### config.mk
export PLATFORM = sky130hd
export DESIGN_NAME = id_ex_stage_flat
export DESIGN_NICKNAME = d
export VERILOG_FILES = /design/src/rtl/id_ex_stage_if.sv /design/src/rtl/id_ex_stage.sv /design/src/flat_wrapper.sv
export SDC_FILE = /design/constraint.sdc
export NUM_CORES = 1
export LEC_CHECK = 0
export CORE_ASPECT_RATIO = 0.6
export CORE_UTILIZATION = 44
export CTS_BUF_LIST = sky130_fd_sc_hd__clkbuf_16
export DETAILED_ROUTE_END_ITERATION = 8
export PLACE_DENSITY = 0.79
export SLEW_MARGIN = 0
export SYNTH_ARGS = -nofsm -noshare
export SYNTH_HDL_FRONTEND = slang
export SYNTH_SLANG_ARGS = --single-unit
export TNS_END_PERCENT = 30
### constraint.sdc
create_clock -name clk_i -period 2.6 [get_ports clk_i]
set_input_delay 0.52 -clock clk_i [delete_from_list [all_inputs] [get_ports clk_i]]
set_output_delay 0.52 -clock clk_i [all_outputs]
set_load 0.03 [all_outputs]
### src/rtl/id_ex_stage_if.sv
// rtl/id_ex_stage_if.sv - decode-to-execute handshake, operand and forwarding bundle
interface id_ex_stage_if #(
    parameter int STALL_CNT_W = 16
);
    logic                   in_valid_i;
    logic                   in_ready_o;
    logic [3:0]             aluctl_i;
    logic [4:0]             rs_i;
    logic [4:0]             rt_i;
    logic [4:0]             rd_i;
    logic [31:0]            rs_data_i;
    logic [31:0]            rt_data_i;
    logic [31:0]            imm_i;
    logic                   alusrc_i;
    logic                   regwrite_i;
    logic                   exmem_regwrite_i;
    logic [4:0]             exmem_rd_i;
    logic [31:0]            exmem_data_i;
    logic                   memwb_regwrite_i;
    logic [4:0]             memwb_rd_i;
    logic [31:0]            memwb_data_i;
    logic                   flush_i;
    logic                   out_valid_o;
    logic                   out_ready_i;
    logic [3:0]             aluctl_o;
    logic [31:0]            a_o;
    logic [31:0]            b_o;
    logic [4:0]             rd_o;
    logic                   regwrite_o;
    logic [STALL_CNT_W-1:0] stall_cnt_o;

    modport slave (
        input  in_valid_i, aluctl_i, rs_i, rt_i, rd_i, rs_data_i, rt_data_i, imm_i,
               alusrc_i, regwrite_i, exmem_regwrite_i, exmem_rd_i, exmem_data_i,
               memwb_regwrite_i, memwb_rd_i, memwb_data_i, flush_i, out_ready_i,
        output in_ready_o, out_valid_o, aluctl_o, a_o, b_o, rd_o, regwrite_o, stall_cnt_o
    );

    modport master (
        output in_valid_i, aluctl_i, rs_i, rt_i, rd_i, rs_data_i, rt_data_i, imm_i,
               alusrc_i, regwrite_i, exmem_regwrite_i, exmem_rd_i, exmem_data_i,
               memwb_regwrite_i, memwb_rd_i, memwb_data_i, flush_i, out_ready_i,
        input  in_ready_o, out_valid_o, aluctl_o, a_o, b_o, rd_o, regwrite_o, stall_cnt_o
    );
endinterface

### src/rtl/id_ex_stage.sv
// rtl/id_ex_stage.sv - one-entry ID/EX pipeline register with operand forwarding
module id_ex_stage #(
    parameter int STALL_CNT_W = 16
) (
    input  logic          clk_i,
    input  logic          rst_i,
    id_ex_stage_if.slave  bus
);
    logic                   valid_q;
    logic [3:0]             aluctl_q;
    logic [31:0]            a_q;
    logic [31:0]            b_q;
    logic [4:0]             rd_q;
    logic                   regwrite_q;
    logic [4:0]             rs_q;
    logic [4:0]             rt_q;
    logic                   alusrc_q;
    logic [STALL_CNT_W-1:0] stall_cnt_q;
    logic                   ready;
    logic                   capture;
    logic                   stall;

    // Register 0 is hard-wired; the younger producer (EX/MEM) wins over MEM/WB.
    function automatic logic [31:0] resolve(input logic [4:0] idx, input logic [31:0] rf_data);
        logic [31:0] r;
        if (idx == 5'd0)
            r = 32'd0;
        else if (bus.exmem_regwrite_i && bus.exmem_rd_i == idx)
            r = bus.exmem_data_i;
        else if (bus.memwb_regwrite_i && bus.memwb_rd_i == idx)
            r = bus.memwb_data_i;
        else
            r = rf_data;
        return r;
    endfunction

    always_comb begin
        ready   = !valid_q || bus.out_ready_i;
        capture = bus.in_valid_i && ready && !bus.flush_i;
        stall   = valid_q && !bus.out_ready_i;
    end

    always_ff @(posedge clk_i) begin
        if (rst_i) begin
            valid_q    <= 1'b0;
            aluctl_q   <= 4'd0;
            a_q        <= 32'd0;
            b_q        <= 32'd0;
            rd_q       <= 5'd0;
            regwrite_q <= 1'b0;
            rs_q       <= 5'd0;
            rt_q       <= 5'd0;
            alusrc_q   <= 1'b0;
        end else if (bus.flush_i) begin
            valid_q    <= 1'b0;
            regwrite_q <= 1'b0;
        end else if (capture) begin
            valid_q    <= 1'b1;
            aluctl_q   <= bus.aluctl_i;
            a_q        <= resolve(bus.rs_i, bus.rs_data_i);
            b_q        <= bus.alusrc_i ? bus.imm_i : resolve(bus.rt_i, bus.rt_data_i);
            rd_q       <= bus.rd_i;
            regwrite_q <= bus.regwrite_i;
            rs_q       <= bus.rs_i;
            rt_q       <= bus.rt_i;
            alusrc_q   <= bus.alusrc_i;
        end else if (valid_q && bus.out_ready_i) begin
            valid_q    <= 1'b0;
            regwrite_q <= 1'b0;
        end else if (valid_q) begin
            // Held beat keeps snooping producers that retire while we are stalled.
            a_q <= resolve(rs_q, a_q);
            if (!alusrc_q)
                b_q <= resolve(rt_q, b_q);
        end
    end

    always_ff @(posedge clk_i) begin
        if (rst_i)
            stall_cnt_q <= '0;
        else if (stall && !(&stall_cnt_q))
            stall_cnt_q <= stall_cnt_q + {{(STALL_CNT_W-1){1'b0}}, 1'b1};
    end

    assign bus.in_ready_o  = ready;
    assign bus.out_valid_o = valid_q;
    assign bus.aluctl_o    = aluctl_q;
    assign bus.a_o         = a_q;
    assign bus.b_o         = b_q;
    assign bus.rd_o        = rd_q;
    assign bus.regwrite_o  = regwrite_q;
    assign bus.stall_cnt_o = stall_cnt_q;
endmodule

### src/flat_wrapper.sv
// flat-port wrapper written by rule: the top's interface ports become plain ports
module id_ex_stage_flat 
#(
    parameter int STALL_CNT_W = 16
)
  (clk_i, rst_i, bus_in_valid_i, bus_aluctl_i, bus_rs_i, bus_rt_i, bus_rd_i, bus_rs_data_i, bus_rt_data_i, bus_imm_i, bus_alusrc_i, bus_regwrite_i, bus_exmem_regwrite_i, bus_exmem_rd_i, bus_exmem_data_i, bus_memwb_regwrite_i, bus_memwb_rd_i, bus_memwb_data_i, bus_flush_i, bus_out_ready_i, bus_in_ready_o, bus_out_valid_o, bus_aluctl_o, bus_a_o, bus_b_o, bus_rd_o, bus_regwrite_o, bus_stall_cnt_o);
  id_ex_stage_if #(.STALL_CNT_W(STALL_CNT_W)) bus_i ();
  input  logic clk_i;
  input  logic rst_i;
  input wire logic [$bits(bus_i.in_valid_i)-1:0] bus_in_valid_i;
  input wire logic [$bits(bus_i.aluctl_i)-1:0] bus_aluctl_i;
  input wire logic [$bits(bus_i.rs_i)-1:0] bus_rs_i;
  input wire logic [$bits(bus_i.rt_i)-1:0] bus_rt_i;
  input wire logic [$bits(bus_i.rd_i)-1:0] bus_rd_i;
  input wire logic [$bits(bus_i.rs_data_i)-1:0] bus_rs_data_i;
  input wire logic [$bits(bus_i.rt_data_i)-1:0] bus_rt_data_i;
  input wire logic [$bits(bus_i.imm_i)-1:0] bus_imm_i;
  input wire logic [$bits(bus_i.alusrc_i)-1:0] bus_alusrc_i;
  input wire logic [$bits(bus_i.regwrite_i)-1:0] bus_regwrite_i;
  input wire logic [$bits(bus_i.exmem_regwrite_i)-1:0] bus_exmem_regwrite_i;
  input wire logic [$bits(bus_i.exmem_rd_i)-1:0] bus_exmem_rd_i;
  input wire logic [$bits(bus_i.exmem_data_i)-1:0] bus_exmem_data_i;
  input wire logic [$bits(bus_i.memwb_regwrite_i)-1:0] bus_memwb_regwrite_i;
  input wire logic [$bits(bus_i.memwb_rd_i)-1:0] bus_memwb_rd_i;
  input wire logic [$bits(bus_i.memwb_data_i)-1:0] bus_memwb_data_i;
  input wire logic [$bits(bus_i.flush_i)-1:0] bus_flush_i;
  input wire logic [$bits(bus_i.out_ready_i)-1:0] bus_out_ready_i;
  output wire logic [$bits(bus_i.in_ready_o)-1:0] bus_in_ready_o;
  output wire logic [$bits(bus_i.out_valid_o)-1:0] bus_out_valid_o;
  output wire logic [$bits(bus_i.aluctl_o)-1:0] bus_aluctl_o;
  output wire logic [$bits(bus_i.a_o)-1:0] bus_a_o;
  output wire logic [$bits(bus_i.b_o)-1:0] bus_b_o;
  output wire logic [$bits(bus_i.rd_o)-1:0] bus_rd_o;
  output wire logic [$bits(bus_i.regwrite_o)-1:0] bus_regwrite_o;
  output wire logic [$bits(bus_i.stall_cnt_o)-1:0] bus_stall_cnt_o;
  assign bus_i.in_valid_i = bus_in_valid_i;
  assign bus_i.aluctl_i = bus_aluctl_i;
  assign bus_i.rs_i = bus_rs_i;
  assign bus_i.rt_i = bus_rt_i;
  assign bus_i.rd_i = bus_rd_i;
  assign bus_i.rs_data_i = bus_rs_data_i;
  assign bus_i.rt_data_i = bus_rt_data_i;
  assign bus_i.imm_i = bus_imm_i;
  assign bus_i.alusrc_i = bus_alusrc_i;
  assign bus_i.regwrite_i = bus_regwrite_i;
  assign bus_i.exmem_regwrite_i = bus_exmem_regwrite_i;
  assign bus_i.exmem_rd_i = bus_exmem_rd_i;
  assign bus_i.exmem_data_i = bus_exmem_data_i;
  assign bus_i.memwb_regwrite_i = bus_memwb_regwrite_i;
  assign bus_i.memwb_rd_i = bus_memwb_rd_i;
  assign bus_i.memwb_data_i = bus_memwb_data_i;
  assign bus_i.flush_i = bus_flush_i;
  assign bus_i.out_ready_i = bus_out_ready_i;
  assign bus_in_ready_o = bus_i.in_ready_o;
  assign bus_out_valid_o = bus_i.out_valid_o;
  assign bus_aluctl_o = bus_i.aluctl_o;
  assign bus_a_o = bus_i.a_o;
  assign bus_b_o = bus_i.b_o;
  assign bus_rd_o = bus_i.rd_o;
  assign bus_regwrite_o = bus_i.regwrite_o;
  assign bus_stall_cnt_o = bus_i.stall_cnt_o;
  id_ex_stage #(.STALL_CNT_W(STALL_CNT_W)) u_core (.clk_i(clk_i), .rst_i(rst_i), .bus(bus_i));
endmodule
-- Word level (Yosys, flattened, before mapping)
Cells that the tools add are included.
- add/sub/neg operators: 1
- equal/unequal tests: 10
- mux-type cells: 23
- bitwise operators: 1
- reduce and logical (&&, ||, !) cells: 31
- operator list (kind ; number):
    32-bit 2-to-1 mux ; 20
    5-bit == test ; 8
    5-bit zero test ; 4
    16-bit by 1-bit adder with 16-bit output (second input constant) ; 1
    16-bit AND reduction ; 1
    1-bit logical AND ; 13
    4-bit nonzero test ; 2
    5-bit AND reduction ; 1
    1-bit zero test ; 4
    4-bit AND reduction ; 1
    2-bit nonzero test ; 2
    1-bit 2-to-1 mux ; 3
    2-bit by 1-bit != test with 1-bit output (second input constant) ; 1
    2-bit != test (second input constant) ; 1
    2-bit AND reduction ; 1
    2-bit OR reduction ; 1
    1-bit logical OR ; 1
    1-bit NOT ; 1
- register bits after elaboration: 102
- output and inout bits: 92

-- Longest topological paths before layout
- depth after elaboration: 9
- depth in mapped cells: 8
- mapped depth without buffers: 7

-- Least setup slack after synthesis
No wires, ideal clock.
- path type: input to register
- start point: in bus_out_ready_i
- end point: reg u_core.a_q[0] (netlist: u_core.bus.a_o[0])
- setup time: 0.091 ns
- arrival: 2.118 ns
- required time: 2.509 ns
- setup slack: 0.391 ns
- cell stages on the path: 7
- cells stage by stage: and2b_1 nor3b_2 a21oi_1 a311oi_4 buf_6 nor2_1 a311oi_1
- cells in the longest elaborated chain, start to end: 5
- elaborated cells on any way between the ends: 9
- classes of those cells: 1 x eq/ne; 1 x mux; 7 x reduce/logical
- ends and longest elaborated chain (item ; line ; source):
    start, declared ; flat_wrapper.sv:27 ; input wire logic [$bits(bus_i.out_ready_i)-1:0] bus_out_ready_i;
    1-bit logical OR ; id_ex_stage.sv:38 ; ready = !valid_q || bus.out_ready_i;
    1-bit logical AND (2 in a row) ; id_ex_stage.sv:39 ; capture = bus.in_valid_i && ready && !bus.flush_i;
    4-bit nonzero test (no source line), or another cell as far along ; n/a ;
    4-bit AND reduction (no source line) ; n/a ;
    end signal, assigned ; id_ex_stage.sv:60 ; a_q <= resolve(bus.rs_i, bus.rs_data_i);
    end signal, assigned ; id_ex_stage.sv:72 ; a_q <= resolve(rs_q, a_q);
    end, declared ; id_ex_stage.sv:11 ; logic [31:0] a_q;
Parallel ways exist; a longest one is shown, timed or not.
A chain may end at the register's enable or synchronous reset.

-- Final worst setup path
- start point: in bus_memwb_rd_i[4]
- end point: reg u_core.a_q[26] (netlist: u_core.bus.a_o[26])
- cells in the longest elaborated chain, start to end: 6
- elaborated cells on any way between the ends: 10
- classes of those cells: 2 x eq/ne; 4 x mux; 4 x reduce/logical
- ends and longest elaborated chain (item ; line ; source):
    start, declared ; flat_wrapper.sv:24 ; input wire logic [$bits(bus_i.memwb_rd_i)-1:0] bus_memwb_rd_i;
    5-bit == test ; id_ex_stage.sv:30 ; else if (bus.memwb_regwrite_i && bus.memwb_rd_i == idx)
    1-bit logical AND ; id_ex_stage.sv:30 ;
    32-bit 2-to-1 mux ; id_ex_stage.sv:30 ;
    32-bit 2-to-1 mux ; id_ex_stage.sv:28 ; else if (bus.exmem_regwrite_i && bus.exmem_rd_i == idx)
    32-bit 2-to-1 mux ; id_ex_stage.sv:26 ; if (idx == 5'd0)
    32-bit 2-to-1 mux ; id_ex_stage.sv:57 ; end else if (capture) begin
Parallel ways exist; a longest one is shown, timed or not.

==> flow_summary_export.csv <==
group,metric,value,unit
outcome,outcome,"finished, final reports clean",
clock_network,clkLatencyLatePin,0.34,ns
worst_setup_path,cpMaxStageDelayCell,"clkdlybuf4s50_1",
cells_and_area,area.growth.synth_to_final,57.8,%
yosys,synth_warnings,0,
floorplan,io_pins,290,
timing,fin_crit,2.51,ns
cells_and_area,num-nets-final,1366,
floorplan,fp.dieArea,16300,um^2
clock_network,cts_max_level,3,
clock_network,cts-buffers-inserted,9,
worst_setup_path,crit_type,"in -> reg",
clock_network,cts_sinks,102,
floorplan,num_rows,35,
cells_and_area,seqCellArea,2040,um^2
timing,drv_slew,0,
drt,wl_per_cell,20.1,um
power,power.density,427,nW/um^2
drt,first_pass_iters,5,
floorplan,start_util,0.452,
yosys,avgSynthCellArea,8.00,um^2
yosys,syn-cell-area,6950,um^2
yosys,synthCells,868,
worst_hold_path,hold_path_class,"reg -> reg",
cells_and_area,multi_input_area,4650,um^2
timing,hold_viol_final,0,
timing,setup_tns,0,ns
cells_and_area,post_route_cells_drive_above_1_share,0.149,
drt,drc,0,
yosys,synth-seq-area-share,0.294,
placed_design,post_dp_cell_area,10600,um^2
power,power.leakage,3.92,nW
timing,min_period_over_period,0.966,
power,ir_drop,0.324,mV
drt,drt_iter0_markers,887,
worst_setup_path,path_max_fanout,19,
timing,worstMarginPinSlew,0.638,ns
floorplan,core,15400,um^2
clock_network,clk_pin_slew,0.08,ns
global_routing,grt-ovfl-total,0,
cells_and_area,mostFrequentLayoutCells,"clkdlybuf4s50_1 (285), nor2_1 (150), nand2_1 (142)",
drt,wirelength,27600,um
worst_setup_path,critPathTopFamily,"buffers and inverters",
placed_design,place_inst,1352,
cells_and_area,final_common_cell,"clkdlybuf4s50_1",
clock_network,cts_buffer_depth,2,
timing,finalSetupViolCount,0,
cells_and_area,fillers,1186,
cells_and_area,layout.cells.non_filler,1374,
worst_setup_path,cp_cell_sequence,"clkdlybuf4s50_1 > buf_4 > xor2_1 > nor4_1 > and3_2 > buf_12 > mux2i_1 > a211o_1 > a311oi_1",
placed_design,port_buffers,289,
global_routing,grt_pass1_wl,41100,um
worst_setup_path,crit_path_start_kind,"primary input",
yosys,syn_nets,1067,
cells_and_area,fin_area,11000,um^2
global_routing,grt_pass1_vias,7455,
worst_setup_path,arrival,2.77,ns
worst_setup_path,cpPeakStageDelay,0.48,ns
timing,clock_skew,0.00808,ns
yosys,yosysUniqueCellTypes,39,
timing,timing.slew.headroom,0.575,
global_routing,antenna_found_initial,0,
flow_run,cap_viol_max_count,0,
worst_setup_path,cp.required,2.86,ns
placed_design,finalWeightedCongestion,0.916,
placed_design,place_hpwl,19800,um
global_routing,grt_start_max_net_pins,51,
global_routing,grtUsageTotal,0.321,
clock_network,cts_tree,"built",
worst_setup_path,crit_buf_inv,3,
cells_and_area,diodes,0,
clock_network,hold_buffers,0,
floorplan,fp.dieH,99.3,um
yosys,ys_ff_latch,102,
worst_setup_path,endpoint_kind,"flop",
clock_network,cts_root_buffer,"clkbuf_16",
power,p_total,4.68,mW
timing,max_clock_freq,0.398,GHz
drt,vias,8220,
drt,antenna_left,0,
floorplan,die_w,164,um
drt,vias_per_cell,5.98,
==> logic make-up after synthesis <==
family,count (synthesis),synth area share
flip-flops,102,0.294
adder cells (fa/ha/maj),1,0.00180
AO/OA/AOI/OAI,193,0.231
buffers and inverters,77,0.0501
multiplexers,97,0.151
AND/OR/NAND/NOR,346,0.206
XOR/XNOR,52,0.0656
==> where the power goes <==
part	total [mW]	switching [mW]	internal [mW]
clock	1.39	0.646	0.744
combinational	1.55	0.790	0.763
sequential	1.74	0.0707	1.67
==> tightest hold or removal path: stages, from the launching register on <==
cell	delay, ns
dfxtp_1	0.31
nand2_1	0.05
a21oi_1	0.05
==> flip-flops by register name, indices dropped and copies added (netlist names) <==
register and count:
u_core.bus.stall_cnt_o 16, u_core.rt_q 5, u_core.bus.aluctl_o 4, u_core.bus.regwrite_o 1
u_core.bus.a_o 32, u_core.alusrc_q 1, u_core.bus.b_o 32, u_core.bus.out_valid_o 1
u_core.rs_q 5, u_core.bus.rd_o 5
==> path summary, 6_finish.rpt <==
check             depth (start not counted)                         endpoint                             from  slack [ns]
hold reg to reg                           2  u_core.bus.rd_o[3]$_SDFFE_PP0P_  u_core.bus.rd_o[3]$_SDFFE_PP0P_        0.46
setup / recovery                          9  u_core.bus.a_o[26]$_SDFFE_PP0P_                bus_memwb_rd_i[4]        0.09
hold / removal                            2  u_core.bus.rd_o[3]$_SDFFE_PP0P_  u_core.bus.rd_o[3]$_SDFFE_PP0P_        0.46
setup reg to reg                          7  u_core.bus.b_o[17]$_SDFFE_PP0P_      u_core.rt_q[1]$_SDFFE_PP0P_        0.49
==> cell usage after synthesis (all sizes together) <==
master | instances | share of area
a21oi | 25 | 0.018
o21ai | 3 | 0.0022
a211o | 32 | 0.040
buf | 20 | 0.019
or3 | 1 | 0.00090
or4 | 1 | 0.0011
nand4 | 3 | 0.0027
inv | 2 | 0.0011
nor4 | 9 | 0.0099
nor3b | 1 | 0.0018
a31oi | 2 | 0.0027
dfxtp | 102 | 0.29
and2 | 4 | 0.0036
a22oi | 32 | 0.035
and3 | 8 | 0.0072
mux2 | 64 | 0.10
a41oi | 1 | 0.0013
xor2 | 39 | 0.049
nor2 | 150 | 0.081
and4 | 2 | 0.0025
nand2 | 142 | 0.077
a311o | 32 | 0.046
and2b | 1 | 0.0011
nand3 | 12 | 0.0086
a32oi | 1 | 0.0013
nand3b | 1 | 0.0011
nor3 | 10 | 0.0072
ha | 1 | 0.0018
clkbuf | 55 | 0.030
or2 | 1 | 0.00090
a311oi | 65 | 0.084
mux2i | 33 | 0.048
xnor2 | 13 | 0.016
==> repair_timing <==
item / 4_1_cts / 5_1_grt
gates resized for setup: 0 / 6
endpoints found under the setup margin: 0 / 44
buffers inserted: 0 / 4
==> metrics by stage <==
stage	util	setup WS, ns	hold slack (ns)
after floorplan	-	0.391	0.459
after global placement	0.687	-0.236	0.441
after detailed placement	0.687	-0.334	0.447
after CTS	0.706	0.0342	0.457
after global routing	0.713	-0.00363	0.474
final	0.713	0.0873	0.456
==> metal layers <==
metal	up-vias	routed length, um	track usage
met3	40	2860	0.0496
met4	0	404	0.0641
met1	3881	12400	0.471
met5	-	0	0
li1	3785	-	-
met2	514	12000	0.496
==> final cells by class <==
| class | instances | area share |
|---|---|---|
| sequential | 102 | 0.186 |
| timing repair buffer | 363 | 0.340 |
| clock buffer | 9 | 0.0205 |
| multi-input combinational | 689 | 0.424 |
| tap | 203 | 0.0232 |
| inverter | 2 | 0.000685 |
| clock inverter | 6 | 0.00582 |
Note: power is estimated with default switching activity, not from simulation.
